### config.mk
export PLATFORM = sky130hd
export DESIGN_NAME = pixel_scan_gen
export DESIGN_NICKNAME = d
export VERILOG_FILES = /design/src/rtl/pixel_scan_gen.sv
export SDC_FILE = /design/constraint.sdc
export NUM_CORES = 1
export LEC_CHECK = 0
export CAP_MARGIN = 0
export CORE_MARGIN = 3
export CORE_UTILIZATION = 30
export CTS_CLUSTER_SIZE = 28
export DETAILED_ROUTE_END_ITERATION = 8
export GPL_TIMING_DRIVEN = 0
export PLACE_DENSITY = 0.45
export SYNTH_ARGS = -nofsm -noshare
export SYNTH_HDL_FRONTEND = slang
export SYNTH_SLANG_ARGS = --single-unit
### constraint.sdc
create_clock -name clk -period 7.5 [get_ports clk]
set_input_delay 1.5 -clock clk [delete_from_list [all_inputs] [get_ports clk]]
set_output_delay 1.5 -clock clk [all_outputs]
set_load 0.01 [all_outputs]
### src/rtl/pixel_scan_gen.sv
`default_nettype none
// ============================================================================
// Module      : pixel_scan_gen
// Description : Generates a stream of (x, y) pixel positions covering a
//               margin-trimmed, strided region of an image, in raster or
//               serpentine order, with a valid/ready handshake and
//               row/frame boundary flags.
// Revision    : 1.0 - initial release
// ============================================================================
module pixel_scan_gen #(
  parameter int X_MAX  = 640,
  parameter int Y_MAX  = 480,
  parameter int STEP_W = 3,
  localparam int XW = $clog2(X_MAX + 1),
  localparam int YW = $clog2(Y_MAX + 1)
) (
  input  logic              clk,
  input  logic              n_rst,
  input  logic              start,
  input  logic              abort,
  input  logic              mode,
  input  logic [XW-1:0]     width,
  input  logic [YW-1:0]     height,
  input  logic [XW-1:0]     margin,
  input  logic [STEP_W-1:0] step,
  input  logic              pos_ready,
  output logic              pos_valid,
  output logic [XW-1:0]     curr_x,
  output logic [YW-1:0]     curr_y,
  output logic              dir_x,
  output logic              row_first,
  output logic              row_last,
  output logic              frame_last,
  output logic              busy,
  output logic              done,
  output logic              cfg_err
);

  // Internal arithmetic width: wide enough for 2*margin and for coord+step,
  // so bounds comparisons never wrap.
  localparam int MW = (XW > YW) ? XW : YW;
  localparam int AW = ((MW > STEP_W) ? MW : STEP_W) + 1;
  localparam logic [AW-1:0] C_ONE = AW'(1);

  typedef enum logic [0:0] {
    S_IDLE = 1'b0,
    S_RUN  = 1'b1
  } state_t;

  state_t        state_q, state_d;
  logic          mode_q, mode_d;
  logic [AW-1:0] step_q, step_d;
  logic [AW-1:0] x_lo_q, x_lo_d;
  logic [AW-1:0] x_hi_q, x_hi_d;
  logic [AW-1:0] y_hi_q, y_hi_d;
  logic [XW-1:0] x_q, x_d;
  logic [YW-1:0] y_q, y_d;
  logic          dir_q, dir_d;
  logic          row_first_q, row_first_d;
  logic          done_q, done_d;
  logic          cfg_err_q, cfg_err_d;

  logic          w_run;
  logic          w_hs;
  logic [AW-1:0] w_x_a;
  logic [AW-1:0] w_y_a;
  logic [AW-1:0] w_marg;
  logic [AW-1:0] w_step_in;
  logic          w_cfg_bad;
  logic          w_row_end;
  logic          w_last_row;

  assign w_run     = (state_q == S_RUN);
  assign w_hs      = w_run & pos_ready;
  assign w_x_a     = AW'(x_q);
  assign w_y_a     = AW'(y_q);
  assign w_marg    = AW'(margin);
  assign w_step_in = (step == '0) ? C_ONE : AW'(step);
  assign w_cfg_bad = (AW'(width) <= (w_marg << 1)) || (AW'(height) <= (w_marg << 1));

  // A row ends when one more stride would leave the region in the current
  // traversal direction; no column count or division is needed.
  assign w_row_end  = dir_q ? (w_x_a < (x_lo_q + step_q))
                            : ((w_x_a + step_q) > x_hi_q);
  assign w_last_row = (w_y_a + step_q) > y_hi_q;

  assign pos_valid  = w_run;
  assign busy       = w_run;
  assign curr_x     = x_q;
  assign curr_y     = y_q;
  assign dir_x      = w_run & dir_q;
  assign row_first  = w_run & row_first_q;
  assign row_last   = w_run & w_row_end;
  assign frame_last = w_run & w_row_end & w_last_row;
  assign done       = done_q;
  assign cfg_err    = cfg_err_q;

  // State and datapath registers, cleared asynchronously.
  always_ff @(posedge clk or negedge n_rst) begin
    if (!n_rst) begin
      state_q     <= S_IDLE;
      mode_q      <= 1'b0;
      step_q      <= '0;
      x_lo_q      <= '0;
      x_hi_q      <= '0;
      y_hi_q      <= '0;
      x_q         <= '0;
      y_q         <= '0;
      dir_q       <= 1'b0;
      row_first_q <= 1'b0;
      done_q      <= 1'b0;
      cfg_err_q   <= 1'b0;
    end else begin
      state_q     <= state_d;
      mode_q      <= mode_d;
      step_q      <= step_d;
      x_lo_q      <= x_lo_d;
      x_hi_q      <= x_hi_d;
      y_hi_q      <= y_hi_d;
      x_q         <= x_d;
      y_q         <= y_d;
      dir_q       <= dir_d;
      row_first_q <= row_first_d;
      done_q      <= done_d;
      cfg_err_q   <= cfg_err_d;
    end
  end

  // Next-state: config capture on start, position advance on handshake.
  always_comb begin
    state_d     = state_q;
    mode_d      = mode_q;
    step_d      = step_q;
    x_lo_d      = x_lo_q;
    x_hi_d      = x_hi_q;
    y_hi_d      = y_hi_q;
    x_d         = x_q;
    y_d         = y_q;
    dir_d       = dir_q;
    row_first_d = row_first_q;
    done_d      = 1'b0;
    cfg_err_d   = 1'b0;

    case (state_q)
      S_IDLE: begin
        // start together with abort is dropped entirely
        if (start && !abort) begin
          if (w_cfg_bad) begin
            cfg_err_d = 1'b1;
          end else begin
            state_d     = S_RUN;
            mode_d      = mode;
            step_d      = w_step_in;
            x_lo_d      = w_marg;
            x_hi_d      = AW'(width) - C_ONE - w_marg;
            y_hi_d      = AW'(height) - C_ONE - w_marg;
            x_d         = XW'(w_marg);
            y_d         = YW'(w_marg);
            dir_d       = 1'b0;
            row_first_d = 1'b1;
          end
        end
      end
      S_RUN: begin
        if (abort) begin
          state_d = S_IDLE;
        end else if (w_hs) begin
          if (w_row_end && w_last_row) begin
            state_d = S_IDLE;
            done_d  = 1'b1;
          end else if (w_row_end) begin
            y_d         = YW'(w_y_a + step_q);
            row_first_d = 1'b1;
            if (mode_q) begin
              dir_d = ~dir_q;
            end else begin
              x_d = XW'(x_lo_q);
            end
          end else begin
            row_first_d = 1'b0;
            x_d         = dir_q ? XW'(w_x_a - step_q) : XW'(w_x_a + step_q);
          end
        end
      end
      default: state_d = S_IDLE;
    endcase
  end

endmodule
`default_nettype wire

==> key figures, run 1 <==
Cells and area
  – Area Overhead vs Synth: 21.5%
  – Inserted Diodes: 0
  – Filler Cells Inserted: 1833
  – Fin util: 0.375
  – Final net count: 837
  – Share of post-route cells with drive strength above 1: 0.0725
  – FF/Latch Area: 1500 um^2
  – Multi-input logic area: 3800 um^2

Placement
  – I/O Buffers: 64
  – Global placement routability congestion: 0.908
  – DP HPWL: 13.5 mm

Timing
  – Final max-slew violation count: 0
  – RSZ-0062 raised after global routing: false
  – Slew headroom: 0.462
  – Slew @ Worst Pin: 0.808 ns
  – Setup violations, final: 0
  – Clk_skew: 0.00574 ns
  – Max Freq: 0.167 GHz
  – TNS Setup: 0 ns
  – Hold WS: 0.478 ns
  – Final period util: 0.798
  – Fin crit period: 5.98 ns
  – Final Hold Fails: 0

Floorplanning
  – Die width: 143 um
  – Die area: 20400 um^2
  – Initial core utilization: 0.309
  – I/O pin count: 65
  – Row count: 49
  – Die Span Y: 143 um
  – Core Area: 18200 um^2

Critical path
  – Critical Path Start Type: flip-flop
  – Worst path required time: 6.00 ns
  – CP Class: reg -> out
  – Crit-path slowest cell: dfrtp_1
  – CP Max Fanout: 10
  – Max stage delay on crit path: 0.58 ns
  – Worst R2R Setup Slack: 3.08 ns
  – Critical Path End Type: output pin
  – Worst EP arrival: 4.48 ns
  – R2R depth: 16
  – Reg2reg start: step_q[1]
  – Crit-path most repeated cell: nor2_1
  – Reg2Reg Capture Point: curr_x[9]
  – Worst-path cell chain: inv_1, fa_1, nor2_1, o2111ai_1, nor2_1, xor2_1, ha_1, and4_1, nand4_1, o21a_1, o21ai_0, o211a_1, buf_6, nand2b_1, nor2b_1, clkdlybuf4s50_1

Route
  – DR vias: 4858
  – DR WL/cell: 18.0 um
  – Post-route DRC violation count: 0
  – Drt pass-1 iters: 5
  – Via/cell ratio: 5.14
  – Drt total wl: 17.0 mm
  – ANT nets after route: 0
  – Drt first-iter violations: 229

Logic synthesis
  – Post-synth top area share: 0.267
  – Mapped Area: 5620 um^2
  – Top cells by area, synth: dfrtp_1, ha_1, xor2_1
  – Async SR Flop Fraction: 1.00
  – Seq cells post-synth: 60
  – Yosys warnings: 0
  – Sequential area share after synthesis: 0.267
  – Post-synthesis cell type count: 70
  – Synthesized instance count: 638
  – Syn Nets: 762
  – Yosys top cell by area: dfrtp_1
  – Dominant synthesized flop cell: dfrtp_1
  – Number of enable flip-flop cells after synthesis: 0
  – Syn Area/Cell: 8.81 um^2

Min path
  – Tightest Hold Check Type: reg -> reg
  – Hold Path End: x_hi_q[4]
  – Hold depth: 2
  – Hold wc startpoint: x_hi_q[4]

Pwr
  – Worst VDD drop: 106 uV
  – P_leak: 0.00317 uW
  – Pwr Density: 272 nW/um^2

Clock tree
  – Setup bufs post-CTS: 0
  – Reg clk slew, reported paths: 0.05 ns
  – CTS buffer count: 9
  – Clock Sinks: 60
  – Root Driver: clkbuf_16
  – TritonCTS clock tree: done
  – Htree depth: 3
  – PostCTS Resize Cnt: 0
  – Latest clock arrival within the worst-skew pair: 0.34 ns
  – CTS max path bufs: 2
  – Hold Buf Count CTS: 0

Run
  – Max-Cap Viols: 0

Global routing
  – First-pass GRT wire length: 27.4 mm
  – Vias in the first global route: 4966
  – Grt ovf: 0
  – Largest net degree at the start of global routing: 61
  – Initial antenna violation count: 0
  – Global Route Usage Sum: 0.172

Run status
  – Status: finished, final reports clean
-- worst max path at each step --
stage / slack [ns] / startpoint / cells after the start / endpoint
after global placement: 1.83 / step_q[1] / 16 / frame_last
after detailed placement: 1.82 / step_q[1] / 16 / frame_last
after CTS: 1.45 / step_q[1] / 16 / frame_last
final: 1.52 / step_q[1] / 16 / frame_last
after floorplan: 2.94 / step_q[1] / 15 / frame_last
after global routing: 1.21 / step_q[1] / 16 / frame_last
-- area by class of cell --
cell class | count | area share
Tap cell | 229 | 0.0420
Sequential cell | 60 | 0.220
Buffer | 23 | 0.0185
Clock inverter | 2 | 0.00513
Timing Repair Buffer | 64 | 0.0934
Clock buffer | 13 | 0.0366
Inverter | 51 | 0.0280
Multi-Input combinational cell | 504 | 0.556
-- cells by family after synthesis --
group,share of synthesized area
AO/OA/AOI/OAI,0.176
XOR/XNOR,0.0857
adder cells (fa/ha/maj),0.200
buffers and inverters,0.0566
flip-flops,0.267
multiplexers,0.0439
AND/OR/NAND/NOR,0.171
-- worst max-delay path: cells and delay by family, from the launching register on --
family	cells	cell delay, ns
XOR/XNOR	1	0.10
adder cells (fa/ha/maj)	2	0.77
AO/OA/AOI/OAI	4	0.85
AND/OR/NAND/NOR	6	1.02
buffers and inverters	3	0.83
flip-flops	1	0.58
-- cell usage in the layout (no fill, tap or decap), types with 8 or more instances in the layout --
| cell type | netlist | final |
|---|---|---|
| a21oi_1 | 29 | 29 |
| and2_1 | 8 | 8 |
| inv_1 | 50 | 50 |
| xor2_1 | 30 | 30 |
| a21o_1 | 17 | 17 |
| mux2_2 | 9 | 9 |
| clkbuf_16 | 0 | 9 |
| dfrtp_1 | 60 | 60 |
| ha_1 | 80 | 80 |
| clkbuf_1 | 12 | 15 |
| nor2b_1 | 9 | 9 |
| nor2_1 | 42 | 42 |
| clkdlybuf4s50_1 | 0 | 63 |
| nand2_1 | 63 | 63 |
| mux2i_1 | 13 | 13 |
| nand3_1 | 15 | 15 |
| nor3_1 | 17 | 17 |
| a211oi_1 | 11 | 11 |
| o21ai_0 | 38 | 38 |
| xnor2_1 | 25 | 25 |
-- metal layers --
metal	share of wire	global-route usage	up-vias
li1	-	-	2408
met3	0.040	0.0167	22
met5	0	0	-
met4	0.020	0.0525	0
met1	0.49	0.246	2323
met2	0.45	0.275	105
-- report_power, final --
group,internal [uW],switching [uW]
Combinational,434,503
Sequential,406,101
Clock,264,152
Total,1100,755
-- flip-flops by register name, indices dropped and copies added (netlist names) --
register and count:
curr_y 9, done 1, curr_x 10, y_hi_q 11
dir_q 1, mode_q 1, x_hi_q 11, x_lo_q 10
cfg_err 1, busy 1, row_first_q 1, step_q 3
-- synth_stat cells (all sizes together) (7+ instances only) --
library cell	count
nor3	17
ha	80
xor2	30
a21oi	32
mux2i	13
and3	7
nor2b	9
nand3	15
nor2	43
nand4	7
and2	8
a211oi	11
dfrtp	60
clkbuf	12
buf	11
o21ai	44
xnor2	25
inv	50
mux2	10
a21o	17
nand2	64
-- through the flow --
| stage | cell area [um^2] | instances | total power (uW) | worst slack, ns |
|---|---|---|---|---|
| 2_1_floorplan | 5620 | 638 | 1120 | 2.94 |
| 3_3_place_gp | 6550 | 931 | 1420 | 1.83 |
| 3_5_place_dp | 6540 | 931 | 1450 | 1.82 |
| 4_1_cts | 6830 | 946 | 1880 | 1.45 |
| 5_1_grt | 6830 | 946 | 2010 | 1.21 |
| 6_report | 6830 | 946 | 1860 | 1.52 |
No activity file was read; power rests on OpenSTA's default activity.
==> inputs of run 2 (changes only) <==
==> constraint.sdc (replaced) <==
create_clock -name clk -period 6 [get_ports clk]
set_input_delay 1.2 -clock clk [delete_from_list [all_inputs] [get_ports clk]]
set_output_delay 1.2 -clock clk [all_outputs]
set_load 0.01 [all_outputs]
==> results of run 2 <==
Same layout as run 1 (identical final DEF). Status: finished, final reports clean.
Among the figures that moved: setup slack after placement 1.82 ns -> 0.619 ns; setup slack after layout 1.52 ns -> 0.318 ns; register-to-register setup slack 3.08 ns -> 1.58 ns; total power 1860 uW -> 2320 uW; worst IR drop on VDD 106 uV -> 133 uV
==> inputs of run 3 (changes only) <==
--- a/config.mk
+++ b/config.mk
@@ -10,7 +10,6 @@
 export CORE_UTILIZATION = 30
 export CTS_CLUSTER_SIZE = 28
 export DETAILED_ROUTE_END_ITERATION = 8
-export GPL_TIMING_DRIVEN = 0
 export PLACE_DENSITY = 0.45
 export SYNTH_ARGS = -nofsm -noshare
 export SYNTH_HDL_FRONTEND = slang
==> key figures, run 3 (synthesis gave the netlist of run 1 again) <==
Timing
  – Fin crit period: 5.31 ns
  – Clk_skew: 0.00634 ns (+0.000604 ns)
  – Final max-slew violation count: 0 (unchanged)
  – Final period util: 0.886
  – RSZ-0062 raised after global routing: false
  – Max Freq: 0.188 GHz
  – Slew @ Worst Pin: 0.919 ns (+0.111 ns)
  – Slew headroom: 0.384 (-0.0776)
  – Final Hold Fails: 0 (unchanged)
  – Setup violations, final: 0 (unchanged)
  – TNS Setup: 0 ns (unchanged)

Cells and area
  – Top Registers: x_hi_q: 11 flops, y_hi_q: 11 flops
  – Final net count: 818 (-2.3%)
  – Inserted Diodes: 0 (unchanged)
  – Fin util: 0.371 (-0.00440)
  – Filler Cells Inserted: 1870 (+2.0%)
  – Area Overhead vs Synth: 20.1%
  – Share of post-route cells with drive strength above 1: 0.0701 (-0.00242)
  – Commonest non-fill, non-tap cell in the layout: ha_1
  – Most frequent cells in the layout: ha_1, nand2_1, clkdlybuf4s50_1

Floorplanning
  – Die Span Y: 143 um (unchanged)
  – Row count: 49 (unchanged)
  – Core Area: 18200 um^2 (unchanged)
  – Initial core utilization: 0.309 (unchanged)
  – Die width: 143 um (unchanged)
  – Die area: 20400 um^2 (unchanged)
  – I/O pin count: 65 (unchanged)

Clock tree
  – Clock Sinks: 60 (unchanged)
  – Hold Buf Count CTS: 0 (unchanged)
  – Setup bufs post-CTS: 0 (unchanged)
  – Latest clock arrival within the worst-skew pair: 0.33 ns (about the same)
  – Htree depth: 3 (unchanged)
  – Root Driver: clkbuf_16
  – TritonCTS clock tree: done
  – CTS max path bufs: 2 (unchanged)
  – PostCTS Resize Cnt: 0 (unchanged)
  – CTS buffer count: 9 (unchanged)
  – Reg clk slew, reported paths: 0.05 ns (about the same)

Critical path
  – CP Depth: 15 (-1)
  – Bufs and invs on worst path: 2 (-1)
  – Worst-path cell chain: inv_1, fa_1, nor2_1, o2111ai_1, nor2_1, xor2_1, ha_1, and4_1, nand4_1, o21a_1, o21ai_0, o211a_1, nand2b_1, nor2b_1, clkdlybuf4s50_1
  – CP Max Fanout: 8 (-2)
  – Max stage delay on crit path: 0.54 ns (-0.04 ns)
  – Worst path required time: 4.80 ns
  – CP Class: reg -> out
  – Crit-path most repeated cell: nor2_1
  – Delay-heaviest family, CP: simple AND/OR/NAND/NOR gates
  – Critical Path End Type: output pin
  – Crit-path slowest cell: clkdlybuf4s50_1
  – R2R depth: 16 (unchanged)
  – Critical Path Start Type: flip-flop
  – Worst EP arrival: 4.11 ns (-0.37 ns)

Min path
  – Tightest Hold Check Type: reg -> reg
  – Hold depth: 2 (unchanged)

Run
  – Max-Cap Viols: 0 (unchanged)

Run status
  – Status: finished, final reports clean

Route
  – ANT nets after route: 0 (unchanged)
  – M1 WL: 8.24 mm (-0.60%)
  – Met3 WL: 436 um (-36%)
  – Wire length on met2: 6.86 mm (-11%)
  – Drt pass-1 iters: 4 (-1)
  – DR WL/cell: 17.1 um (-4.7%)
  – Drt total wl: 15.9 mm (-6.5%)
  – Drt first-iter violations: 220 (-3.9%)
  – DR vias: 4707 (-3.1%)
  – Top routing layer in use: met4
  – Via/cell ratio: 5.07 (-1.2%)
  – Post-route DRC violation count: 0 (unchanged)

Placement
  – Global placement routability congestion: 0.847 (-6.7%)
  – DP HPWL: 12.3 mm (-9.4%)
  – I/O Buffers: 64 (unchanged)

Pwr
  – Pwr Density: 340 nW/um^2
  – P_leak: 0.00314 uW (-1.0%)
  – Total Power: 2300 uW
  – Worst VDD drop: 116 uV

Global routing
  – First-pass GRT wire length: 25.5 mm (-7.1%)
  – Largest net degree at the start of global routing: 65 (+6.6%)
  – Grt ovf: 0 (unchanged)
  – Initial antenna violation count: 0 (unchanged)
  – Vias in the first global route: 4720 (-5.0%)
  – Global Route Usage Sum: 0.158 (-0.0143)
-- run 3: cell types whose count changed in the layout (fill, tap and decap cells not counted) --
cell | before | now
clkinvlp_4 | 0 | 1
buf_2 | 5 | 1
clkinv_2 | 1 | 2
clkbuf_1 | 15 | 1
clkbuf_8 | 1 | 2
buf_1 | 1 | 0
buf_4 | 2 | 4
buf_6 | 4 | 0
-- run 3: worst register-to-register path, stage by stage (launching register included) --
cell	delay [ns]
dfrtp_1	0.53
ha_1	0.30
a21o_1	0.15
a21oi_1	0.26
nor2b_1	0.12
and3_1	0.22
and2_1	0.21
and3_1	0.20
ha_1	0.29
nor2_1	0.04
nor3_1	0.19
mux2i_1	0.15
a21oi_2	0.37
o21ai_0	0.18
o2bb2ai_2	0.77
nor2_1	0.24
a22o_1	0.24
-- run 3: metal layers --
metal  GRT usage  up-vias
li1            -     2368
met1       0.232     2230
met2       0.243       92
met3      0.0171       17
met4      0.0490        0
met5           0        -
-- run 3: stage by stage --
step / instance area (um^2) / cells / hold WS (ns) / setup slack, ns
floorplan: 5620 / 638 / 0.450 / 1.74
global placement: 6440 / 912 / 0.465 / 1.11
detailed placement: 6440 / 912 / 0.472 / 1.02
CTS: 6750 / 928 / 0.484 / 0.644
global route: 6750 / 928 / 0.527 / 0.376
finish: 6750 / 928 / 0.475 / 0.686
-- run 3: final timing paths --
check / start / endpoint / slack (ns)
max in group asynchronous: n_rst / y_hi_q[1] / 4.41
worst min register to register: y_hi_q[3] / y_hi_q[3] / 0.47
min in group asynchronous: n_rst / row_first_q / 1.04
worst max-delay path: step_q[1] / frame_last / 0.69
worst min-delay path: y_hi_q[3] / y_hi_q[3] / 0.47
worst max register to register: step_q[1] / curr_x[8] / 1.43
-- run 3: power breakdown --
part	internal [uW]	switching (uW)	total (uW)	leakage [uW]
Sequential	507	147	654	0.000777
Clock	343	196	539	0.000149
Combinational	519	583	1100	0.00221
Total	1370	927	2300	0.00314
-- run 3: area by class of cell --
type,count,area (um^2),share of cell area
tap,229,287,0.0425
clock buffer,12,256,0.0380
multi-input combinational,504,3800,0.563
clock inverter,4,47.5,0.00704
inverter,51,191,0.0284
timing repair buffer,68,666,0.0986
sequential,60,1500,0.222
